File: src/rtl/mem_access_initiator_pkg.sv
// Shared encodings for the memory access initiator: request sizes, FSM
// states, controller port selection and the {write,size} -> port mapping.
package mem_access_initiator_pkg;

   localparam logic [1:0] SIZE_1B = 2'd0;
   localparam logic [1:0] SIZE_2B = 2'd1;
   localparam logic [1:0] SIZE_4B = 2'd2;
   localparam logic [1:0] SIZE_5B = 2'd3;

   typedef enum logic [1:0] {
      ST_IDLE,
      ST_ISSUE,
      ST_WAIT,
      ST_RESP
   } state_t;

   typedef enum logic [2:0] {
      PORT_R4,
      PORT_R5,
      PORT_W1,
      PORT_W4,
      PORT_W5,
      PORT_NONE
   } port_t;

   // Loads of up to 4 bytes share read4 and are narrowed afterwards; there is
   // no 2-byte write port, so a 2-byte store has nowhere to go.
   function automatic port_t port_of(input logic write, input logic [1:0] size);
      port_t p;
      if (!write) begin
         p = (size == SIZE_5B) ? PORT_R5 : PORT_R4;
      end else begin
         case (size)
            SIZE_1B: p = PORT_W1;
            SIZE_4B: p = PORT_W4;
            SIZE_5B: p = PORT_W5;
            default: p = PORT_NONE;
         endcase
      end
      return p;
   endfunction

endpackage

File: src/rtl/mem_rsp_align.sv
// Right-aligns and zero-extends read data. Memory is big-endian, so narrow
// loads take the most-significant bytes of the read4 buffer.
module mem_rsp_align
   import mem_access_initiator_pkg::*;
(
   input  port_t       port,
   input  logic [1:0]  size,
   input  logic [31:0] rd4_buf,
   input  logic [39:0] rd5_buf,
   output logic [39:0] rdata
);

   // Select and align; stores and unsupported ops return zero
   always_comb begin
      rdata = '0;
      case (port)
         PORT_R4: begin
            case (size)
               SIZE_1B: rdata = {32'b0, rd4_buf[31:24]};
               SIZE_2B: rdata = {24'b0, rd4_buf[31:16]};
               default: rdata = {8'b0, rd4_buf};
            endcase
         end
         PORT_R5: rdata = rd5_buf;
         default: rdata = '0;
      endcase
   end

endmodule

File: src/rtl/mem_access_initiator.sv
// CPU-side initiator for the byte-wide memory controller: accepts one
// load/store, issues a single-cycle strobe, waits for the armed Complete
// (or a timeout) and returns a registered one-cycle response.
module mem_access_initiator
   import mem_access_initiator_pkg::*;
#(
   parameter int ADDR_WIDTH     = 32,
   parameter int TIMEOUT_CYCLES = 64
) (
   input  logic                  clk,
   input  logic                  reset,
   input  logic                  req_valid,
   output logic                  req_ready,
   input  logic                  req_write,
   input  logic [1:0]            req_size,
   input  logic [ADDR_WIDTH-1:0] req_addr,
   input  logic [39:0]           req_wdata,
   output logic                  rsp_valid,
   output logic [39:0]           rsp_rdata,
   output logic                  rsp_err,
   output logic                  mc_read4,
   output logic                  mc_read5,
   output logic                  mc_write1,
   output logic                  mc_write4,
   output logic                  mc_write5,
   output logic [ADDR_WIDTH-1:0] mc_read4_address,
   output logic [ADDR_WIDTH-1:0] mc_read5_address,
   output logic [ADDR_WIDTH-1:0] mc_write1_address,
   output logic [ADDR_WIDTH-1:0] mc_write4_address,
   output logic [ADDR_WIDTH-1:0] mc_write5_address,
   output logic [7:0]            mc_write1_buffer,
   output logic [31:0]           mc_write4_buffer,
   output logic [39:0]           mc_write5_buffer,
   input  logic [31:0]           mc_read4_buffer,
   input  logic [39:0]           mc_read5_buffer,
   input  logic                  mc_read4_active,
   input  logic                  mc_read5_active,
   input  logic                  mc_write1_active,
   input  logic                  mc_write4_active,
   input  logic                  mc_write5_active,
   input  logic                  mc_read4_complete,
   input  logic                  mc_read5_complete,
   input  logic                  mc_write1_complete,
   input  logic                  mc_write4_complete,
   input  logic                  mc_write5_complete
);

   localparam int                CNT_W    = $clog2(TIMEOUT_CYCLES);
   localparam logic [CNT_W-1:0]  CNT_LAST = CNT_W'(TIMEOUT_CYCLES - 1);

   state_t                  state, state_nxt;
   port_t                   port_q;
   logic [1:0]              size_q;
   logic [ADDR_WIDTH-1:0]   addr_q;
   logic [39:0]             wdata_q;
   logic                    armed;
   logic [CNT_W-1:0]        cnt;
   logic [39:0]             rdata_q;
   logic                    err_q;
   logic [39:0]             aligned;
   port_t                   req_port;
   logic                    sel_active, sel_complete;
   logic                    capture, done_ok, timed_out;

   assign req_port  = port_of(req_write, req_size);
   assign req_ready = (state == ST_IDLE);

   // Strobes decode from registered state only, so reset drops them at once
   assign mc_read4  = (state == ST_ISSUE) && (port_q == PORT_R4);
   assign mc_read5  = (state == ST_ISSUE) && (port_q == PORT_R5);
   assign mc_write1 = (state == ST_ISSUE) && (port_q == PORT_W1);
   assign mc_write4 = (state == ST_ISSUE) && (port_q == PORT_W4);
   assign mc_write5 = (state == ST_ISSUE) && (port_q == PORT_W5);

   // Address/data come straight from the holding registers and stay put
   // until the next command is captured.
   assign mc_read4_address  = addr_q;
   assign mc_read5_address  = addr_q;
   assign mc_write1_address = addr_q;
   assign mc_write4_address = addr_q;
   assign mc_write5_address = addr_q;
   assign mc_write1_buffer  = wdata_q[7:0];
   assign mc_write4_buffer  = wdata_q[31:0];
   assign mc_write5_buffer  = wdata_q;

   // Handshake inputs of the port the held command targets
   always_comb begin
      sel_active   = 1'b0;
      sel_complete = 1'b0;
      case (port_q)
         PORT_R4: begin sel_active = mc_read4_active;  sel_complete = mc_read4_complete;  end
         PORT_R5: begin sel_active = mc_read5_active;  sel_complete = mc_read5_complete;  end
         PORT_W1: begin sel_active = mc_write1_active; sel_complete = mc_write1_complete; end
         PORT_W4: begin sel_active = mc_write4_active; sel_complete = mc_write4_complete; end
         PORT_W5: begin sel_active = mc_write5_active; sel_complete = mc_write5_complete; end
         default: ;
      endcase
   end

   mem_rsp_align u_align (
      .port    (port_q),
      .size    (size_q),
      .rd4_buf (mc_read4_buffer),
      .rd5_buf (mc_read5_buffer),
      .rdata   (aligned)
   );

   // FSM state register
   always_ff @(posedge clk or posedge reset) begin
      if (reset) state <= ST_IDLE;
      else       state <= state_nxt;
   end

   // Next-state decode and per-cycle control events
   always_comb begin
      state_nxt = state;
      capture   = 1'b0;
      done_ok   = 1'b0;
      timed_out = 1'b0;
      case (state)
         ST_IDLE: begin
            if (req_valid) begin
               capture   = 1'b1;
               state_nxt = (req_port == PORT_NONE) ? ST_RESP : ST_ISSUE;
            end
         end
         ST_ISSUE: state_nxt = ST_WAIT;
         ST_WAIT: begin
            if (sel_complete && armed) begin
               done_ok   = 1'b1;
               state_nxt = ST_RESP;
            end else if (cnt == CNT_LAST) begin
               timed_out = 1'b1;
               state_nxt = ST_RESP;
            end
         end
         ST_RESP: state_nxt = ST_IDLE;
         default: state_nxt = ST_IDLE;
      endcase
   end

   // Holding registers for the accepted command
   always_ff @(posedge clk or posedge reset) begin
      if (reset) begin
         port_q  <= PORT_NONE;
         size_q  <= SIZE_1B;
         addr_q  <= '0;
         wdata_q <= '0;
      end else if (capture) begin
         port_q  <= req_port;
         size_q  <= req_size;
         addr_q  <= req_addr;
         wdata_q <= req_wdata;
      end
   end

   // Wait-phase bookkeeping: arm on Active, count toward the timeout
   always_ff @(posedge clk or posedge reset) begin
      if (reset) begin
         armed <= 1'b0;
         cnt   <= '0;
      end else if (state == ST_WAIT) begin
         cnt <= cnt + 1'b1;
         if (sel_active) armed <= 1'b1;
      end else if (state == ST_RESP) begin
         armed <= 1'b0;
         cnt   <= '0;
      end
   end

   // Pending result: unsupported errors at capture, data or timeout in WAIT
   always_ff @(posedge clk or posedge reset) begin
      if (reset) begin
         rdata_q <= '0;
         err_q   <= 1'b0;
      end else if (capture) begin
         rdata_q <= '0;
         err_q   <= (req_port == PORT_NONE);
      end else if (done_ok) begin
         rdata_q <= aligned;
         err_q   <= 1'b0;
      end else if (timed_out) begin
         rdata_q <= '0;
         err_q   <= 1'b1;
      end
   end

   // Registered response pulse, launched from RESP
   always_ff @(posedge clk or posedge reset) begin
      if (reset) begin
         rsp_valid <= 1'b0;
         rsp_rdata <= '0;
         rsp_err   <= 1'b0;
      end else begin
         rsp_valid <= (state == ST_RESP);
         if (state == ST_RESP) begin
            rsp_rdata <= rdata_q;
            rsp_err   <= err_q;
         end
      end
   end

endmodule

File: config.mk
export PLATFORM = sky130hd
export DESIGN_NAME = mem_access_initiator
export DESIGN_NICKNAME = d
export VERILOG_FILES = /design/src/rtl/mem_access_initiator_pkg.sv /design/src/rtl/mem_rsp_align.sv /design/src/rtl/mem_access_initiator.sv
export SDC_FILE = /design/constraint.sdc
export NUM_CORES = 1
export LEC_CHECK = 0
export ABC_AREA = 1
export ABC_CLOCK_PERIOD_IN_PS = 15950
export CORE_MARGIN = 2
export CORE_UTILIZATION = 30
export CTS_BUF_LIST = sky130_fd_sc_hd__clkbuf_4 sky130_fd_sc_hd__clkbuf_8 sky130_fd_sc_hd__clkbuf_16
export DETAILED_ROUTE_END_ITERATION = 10
export DONT_BUFFER_PORTS = 1
export PLACE_DENSITY = 0.51
export SYNTH_ARGS = -nofsm -noshare
export SYNTH_HDL_FRONTEND = slang
export SYNTH_SLANG_ARGS = --single-unit
File: constraint.sdc
create_clock -name clk -period 15.95 [get_ports clk]
set_input_delay 3.19 -clock clk [delete_from_list [all_inputs] [get_ports clk]]
set_output_delay 3.19 -clock clk [all_outputs]
set_load 0.02 [all_outputs]
Yosys cells after proc, flatten, opt, wreduce, memory -nomap -nowiden
Cells that the tools add are included.
{ "op_classes": {"n_addsub": 1, "magnitude_cmp": 0, "mul": 0, "n_bitwise": 0, "n_reduce_logical": 14, "n_mux": 30, "n_shift": 0, "div_mod_pow": 0, "eq_ne": 15} }
{ "op_table": {"columns": ["operator", "count"], "rows": [
  ["$mux W40", 3],
  ["$pmux W40 S2", 1],
  ["$pmux W32 S2", 1],
  ["$mux W1", 14],
  ["$mux W6", 2],
  ["$pmux W1 S5", 2],
  ["$pmux W3 S3", 1],
  ["$eq A2 B2 Y1 const B", 4],
  ["$mux W2", 4],
  ["$pmux W2 S4", 1],
  ["$add A6 B1 Y6 const B", 1],
  ["$eq A3 B2 Y1 const B", 2],
  ["$eq A3 B3 Y1 const B", 2],
  ["$eq A6 B6 Y1 const B", 1],
  ["$logic_and A1 B1 Y1", 6],
  ["$logic_not A2 Y1", 3],
  ["$eq A2 B1 Y1 const B", 2],
  ["$ne A2 B2 Y1 const B", 2],
  ["$reduce_and A2 Y1", 2],
  ["$eq A3 B1 Y1 const B", 1],
  ["$logic_not A3 Y1", 1],
  ["$mux W3", 1],
  ["$ne A3 B3 Y1 const B", 1],
  ["$reduce_bool A3 Y1", 1],
  ["$reduce_bool A2 Y1", 1]
]} }
{ "totals": {"latch_bits": 0, "reg_bits": 169, "word_cells": 72, "out_inout_bits": 288, "mem_count": 0, "ram_bits": 0, "mem_bits_ro": 0, "inputBits": 160} }

Depth between registers and ports, before layout
Gate-level depths: netlist of run 1.
{ "depth": {"ltp_word": 8, "mapped_depth": 11, "depth_no_buf": 11} }

Modules after synthesis
From an unflattened synthesis of run 1, not the netlist that was laid out.
{ "hier_totals": {"cells_unflattened": 1140, "hier_area_um2": 9140.0} }
{ "by_module_without_submodules": {"columns": ["mod", "seq_area_each_um2", "area_per_inst_um2", "cells_each", "n_inst"], "rows": [
  ["mem_access_initiator", 4231.6, 8232.9, 952, 1],
  ["mem_rsp_align", 0.0, 907.1, 188, 1]
]} }

Worst setup path after synthesis of run 1
No wires, ideal clock.
{ "synth_path": {"kind": "flip-flop to output port", "from": "register state[1]", "to": "output mc_write1", "slack_ns": 11.471, "arrival_time_ns": 1.289, "stages_incl_launch_ff": 5, "n_path_buf": 0, "required_time_ns": 12.760, "path_cell_list": "dfrtp_1 > inv_1 > ha_1 > inv_1 > nor4_1"} }
{ "synth_between": {"elab_chain_cells": 2} }
{ "synth_lines": {"columns": ["element", "line_no", "text"], "rows": [
  ["start: declaration", "mem_access_initiator.sv:51", "state_t state, state_nxt;"],
  ["start signal: assignment", "mem_access_initiator.sv:111", "else state <= state_nxt;"],
  ["$eq A2 B1 Y1", "mem_access_initiator.sv:71", "assign mc_write1 = (state == ST_ISSUE) && (port_q == PORT_W1);"],
  ["$logic_and A1 B1 Y1", "mem_access_initiator.sv:71", null],
  ["end: declaration", "mem_access_initiator.sv:23", "output logic mc_write1,"]
]} }
No other way between the ends.

Worst setup path in the final report of run 1
Same ends and word-level chain as after synthesis.

==> results of run 1 <==
logic make-up after synthesis:
kind of cell	synth area share
compound gates	0.0504
simple gates	0.268
buf+inv	0.193
flops	0.476
fa+ha+maj	0.0127
layer usage:
layer	up-vias	track usage	routed length (um)
met2	255	0.277	12800
met1	2951	0.201	10500
met5	-	0	0
met4	0	0.0482	447
met3	24	0.0538	1990
li1	2843	-	-
through the flow:
| stage | total power, mW | cell area, sq um | setup WS (ns) | hold WS, ns | utilization |
|---|---|---|---|---|---|
| finish | 2.16 | 8500 | 10.82 | 0.478 | 0.289 |
| global route | 2.31 | 8500 | 10.70 | 0.504 | 0.289 |
| CTS | 2.19 | 8500 | 10.82 | 0.482 | 0.289 |
| detailed placement | 1.74 | 7870 | 10.76 | 0.463 | 0.268 |
| global placement | 1.73 | 7870 | 10.80 | 0.457 | 0.268 |
| floorplan | 1.83 | 8890 | 8.19 | 0.447 | - |
state kept, by name, indices dropped and copies added, names as in the netlist:
register / flops
state: 2
cnt: 6
rdata_q: 40
rsp_rdata: 40
armed: 1
mc_read4_address: 32
err_q: 1
rsp_err: 1
port_q: 3
size_q: 2
mc_write5_buffer: 40
rsp_valid: 1
critical path, cell delays in order, from the launching register on:
cell     delay [ns]
dfrtp_1        0.43
inv_1          0.10
ha_1           0.16
inv_1          0.09
nor4_1         0.72
area by class of cell:
class,instances,area [sq um],area share
diodes,1,2.50,0.000294
flip-flops and latches,169,4230,0.498
repair buffers,8,60.1,0.00707
multi-input cells,642,2950,0.347
clock inverters,15,200,0.0236
clock buffers,17,425,0.0500
well taps,390,488,0.0574
inverters,36,143,0.0168
worst paths after layout:
kind | slack [ns] | from | endpoint
max | 10.82 | state[1] | mc_write1
min reg2reg | 0.48 | rdata_q[22] | rsp_rdata[22]
min | 0.48 | rdata_q[22] | rsp_rdata[22]
max in group asynchronous | 11.86 | reset | rsp_rdata[1]
max reg2reg | 13.12 | state[0] | rdata_q[18]
min in group asynchronous | 2.75 | reset | mc_read4_address[7]
cell usage in the layout (no fill, tap or decap), types with 10 or more instances in the layout:
cell,count
nor2_1,11
dfrtp_1,167
o21ai_0,24
a32o_1,16
nand4_1,14
inv_1,29
nand2_1,443
clkbuf_16,17
nand3_2,10
nand3_1,82
report_power, final:
part           total [mW]  switching (mW)  leakage (nW)  internal, mW
sequential           1.21           0.630          2.22         0.582
combinational       0.506           0.350          1.93         0.155
clock               0.444           0.214         0.307         0.230
total                2.16            1.19          4.46         0.967
==> impl_metrics.csv, run 1 <==
group,metric,value,unit
run_status,status,"completed",
worst_setup_path,cp_max_fo,5,
grt,grt_pass1_vias,6045,
floorplan,io_pins,448,
place,dpl.cell_count,1245,
layout,area_delta_synth_final,-4.40,%
layout,fin_nets,1043,
route,drc,0,
cts,cts_made_buffers,17,
synthesis,ys_seq_elements,169,
sta,maxSlewViolCount,0,
synthesis,yosys_warnings,0,
worst_setup_path,r2r_cells,7,
synthesis,synth_edf_count,0,
floorplan,coreArea,29400,sq um
synthesis,synthDistinctLibCells,35,
cts,cts_buffer_depth,2,
sta,fin_skew,0.0188,ns
route,drtPass1Iterations,5,
cts,ctsHoldBuffers,0,
power_and_ir_drop,powerDensity,254,nW/um^2
route,vias,6073,
layout,fillers,3190,
layout,stdcell_count,1278,
sta,fin_crit_sh,0.321,
grt,grt_pass1_wl,38800,um
route,viasPerCell,4.75,
sta,final-setup-viol-count,0,
route,postRouteAntennaNets,0,
synthesis,synth_nets,1239,
cts,cts_max_level,4,
synthesis,synthFlopType,"dfrtp_1",
floorplan,dieArea,31000,sq um
worst_setup_path,crit_required,12.76,ns
place,dp_hpwl,17900,um
route,drtIter0Drc,333,
route,routedWlPerCell,20.2,um
worst_setup_path,path_class,"flip-flop to output pin",
floorplan,rows,63,
place,gp_congestion,0.811,
cts,cts_resized,0,
synthesis,yosys-top-cells-count,"nand2_1, buf_4, dfrtp_1, nand3_1, inv_1",
sta,slew_headroom,0.293,
sta,setup_tns,0,ns
route,drt_wl_total,25800,um
worst_setup_path,start_kind,"flip-flop",
cts,cts_tree,"yes",
sta,final_hold_viol_count,0,
cts,path_clk_slew,0.08,ns
floorplan,start_util,0.302,
worst_setup_path,end_kind,"output pin",
cts,worst_skew_pair.late_latency,0.45,ns
synthesis,synth_top_area_share,0.470,
grt,antenna_found_initial,1,
power_and_ir_drop,irDropWorstVdd,72.9,uV
hold_path,hold_path.class,"flip-flop to flip-flop",
synthesis,synth_top_cell_by_area,"dfrtp_1",
synthesis,avgSynthCellArea,8.31,sq um
grt,grt_max_degree,118,
place,port-buffer-count,0,
sta,worst_slew_pin_slew,1.06,ns
synthesis,yosysMostFrequentCell,"nand2_1",
floorplan,die_h,176,um
grt,grt_use_total,0.165,
cts,clockRootBuffer,"clkbuf_16",
synthesis,async_flop_share,1.00,
synthesis,synth_area_leaders,"dfrtp_1, nand2_1, buf_4",
synthesis,seq_area_frac_synth,0.476,
flow_run,cap_violations,0,
synthesis,netlist_area,8890,sq um
grt,overflow,0,
cts,clkSinkCount,169,
worst_setup_path,worst_ep_arrival_time,1.94,ns
sta,period_needed,5.13,ns
synthesis,synthCells,1070,
power_and_ir_drop,leakagePower,4.46,nW
layout,drive_gt1_frac,0.0778,
hold_path,holdPathStages,2,
floorplan,die_x,176,um
sta,rsz0062_at_grt,"no",
sta,fmax,195,MHz
cts,cts_setup_buffers,0,
No activity file was read; power rests on OpenSTA's default activity.
==> inputs of run 2 (changes only) <==
ABC_CLOCK_PERIOD_IN_PS = 4200   (was 15950)
PLACE_DENSITY = 0.52   (was 0.51)
clock period = 4.2 ns   (was 15.95 ns; I/O delays follow)
==> run 2 against run 1 <==
Count of clock-buffer cells in the layout unchanged. Clock skew about the same. Sequential share of layout area down 0.31 points. Via count about the same. Register-to-register slack worse by 11 ns. Critical path type unchanged. Largest cell class unchanged. Setup slack worse by 9.3 ns. Core utilization up 0.18 points.
==> impl_metrics.csv, run 2 (synthesis results as in run 1) <==
group,metric,value,unit
worst_setup_path,timing.rr.end,"rdata_q[2]",
worst_setup_path,startpoint,"state[1]",
sta,final-setup-viol-count,0,
route,drc,0,
grt,grt_pass1_vias,6047,
grt,met3_usage,0.0523,
worst_setup_path,end_kind,"output pin",
cts,cts_setup_buffers,0,
cts,clockRootBuffer,"clkbuf_16",
floorplan,rows,63,
route,vias,6069,
sta,period_needed,2.71,ns
sta,fin_crit_sh,0.645,
worst_setup_path,reg2reg_slack,1.86,ns
layout,final_core_util,0.291,
hold_path,hold_path.class,"input pin to async pin",
sta,hold_ws,0.429,ns
run_status,status,"completed",
grt,grt_busiest_layer,"met2",
sta,slew_headroom,0.246,
worst_setup_path,path_class,"flip-flop to output pin",
cts,cts_max_level,4,
power_and_ir_drop,irDropWorstVdd,282,uV
sta,worst_slew_pin_slew,1.13,ns
place,dp_hpwl,17800,um
worst_setup_path,cp_max_fo,5,
route,drt_wl_total,25300,um
route,viasPerCell,4.74,
layout,final-seq-area,4230,sq um
worst_setup_path,crit_end,"mc_write1",
layout,drive_gt1_frac,0.0788,
cts,cts_made_buffers,17,
route,postRouteAntennaNets,0,
cts,cts_tree,"yes",
floorplan,start_util,0.302,
grt,use_met2,0.264,
layout,most-common-layout-cells,"nand2_1, dfrtp_1, nand3_1",
layout,layout_commonest_cell,"nand2_1",
floorplan,die_x,176,um
cts,path_clk_slew,0.08,ns
grt,grt_pass1_wl,38300,um
place,port-buffer-count,0,
floorplan,dieArea,31000,sq um
layout,fillers,3185,
place,gp_congestion,0.824,
worst_setup_path,r2r_start,"state[0]",
grt,grt_use_total,0.163,
grt,overflow,0,
cts,cts_buffer_depth,2,
floorplan,io_pins,448,
grt,grt_util_met1,0.206,
cts,cts_resized,0,
route,routedWlPerCell,19.8,um
sta,rsz0062_at_grt,"no",
sta,maxSlewViolCount,0,
sta,final_hold_viol_count,0,
sta,setup_tns,0,ns
layout,multi_input_area,2950,sq um
power_and_ir_drop,powerDensity,963,nW/um^2
worst_setup_path,crit_required,3.36,ns
layout,area_delta_synth_final,-3.81,%
cts,ctsHoldBuffers,0,
grt,grt_max_degree,136,
worst_setup_path,start_kind,"flip-flop",
floorplan,coreArea,29400,sq um
cts,clkSinkCount,169,
cts,worst_skew_pair.late_latency,0.44,ns
route,drtIter0Drc,447,
flow_run,cap_violations,0,
sta,fmax,369,MHz
power_and_ir_drop,leakagePower,4.47,nW
grt,antenna_found_initial,2,
route,drtPass1Iterations,4,
sta,fin_skew,0.0191,ns
layout,fin_nets,1044,
worst_setup_path,r2r_cells,6,
worst_setup_path,worst_ep_arrival_time,1.87,ns
floorplan,die_h,176,um
run 2: cell count changes in the layout (fill, tap and decap cells not counted):
cell	delta
inv_6	+2
diode_2	+1
inv_8	-4
buf_4	-1
clkinv_4	-1
clkinvlp_4	+1
buf_12	+2
clkinv_8	+1
bufinv_16	+1
run 2: per-stage QoR:
step                setup WS [ns]  std cells  total power, mW  cell area, sq um
floorplan                    1.21       1070             6.97              8900
global placement             1.88       1246             6.60              7900
detailed placement           1.86       1246             6.63              7900
CTS                          1.46       1278             8.37              8550
global route                 1.35       1280             8.83              8550
finish                       1.49       1280             8.24              8550
run 2: area by class of cell:
| cell class | count | area share |
|---|---|---|
| Clock inverter | 15 | 0.0259 |
| Antenna cell | 2 | 0.000585 |
| Multi-Input combinational cell | 642 | 0.345 |
| Tap cell | 390 | 0.0571 |
| Inverter | 36 | 0.0162 |
| Timing Repair Buffer | 9 | 0.0108 |
| Sequential cell | 169 | 0.495 |
| Clock buffer | 17 | 0.0497 |
run 2: metal layers:
layer	wire, um	up-vias	part of all wire
li1	-	2851	-
met1	10600	2941	0.42
met2	12500	262	0.49
met3	1920	15	0.076
met4	298	0	0.012
met5	0	-	0
run 2: power by group:
| part | leakage [nW] | total (mW) | internal (mW) | switching [mW] |
|---|---|---|---|---|
| registers | 2.22 | 4.60 | 2.21 | 2.39 |
| clock network | 0.315 | 1.71 | 0.928 | 0.778 |
| logic | 1.94 | 1.94 | 0.600 | 1.34 |
| total | 4.47 | 8.24 | 3.74 | 4.50 |
run 2: how the worst min path moves through the flow:
stage	end	start	cells past startpoint	slack, ns
2_1_floorplan	rsp_rdata[20]	rdata_q[20]	2	0.45
3_3_place_gp	rsp_rdata[23]	rdata_q[23]	2	0.46
3_5_place_dp	rsp_rdata[19]	rdata_q[19]	2	0.47
4_1_cts	mc_write5_buffer[18]	reset	2	0.43
5_1_grt	mc_read4_address[10]	reset	2	0.45
6_report	mc_write5_buffer[18]	reset	2	0.43
run 2: worst max-delay path, cell delays in order (launching register included):
cell	delay [ns]
dfrtp_1	0.42
inv_1	0.09
ha_1	0.15
inv_1	0.09
nor4_1	0.69
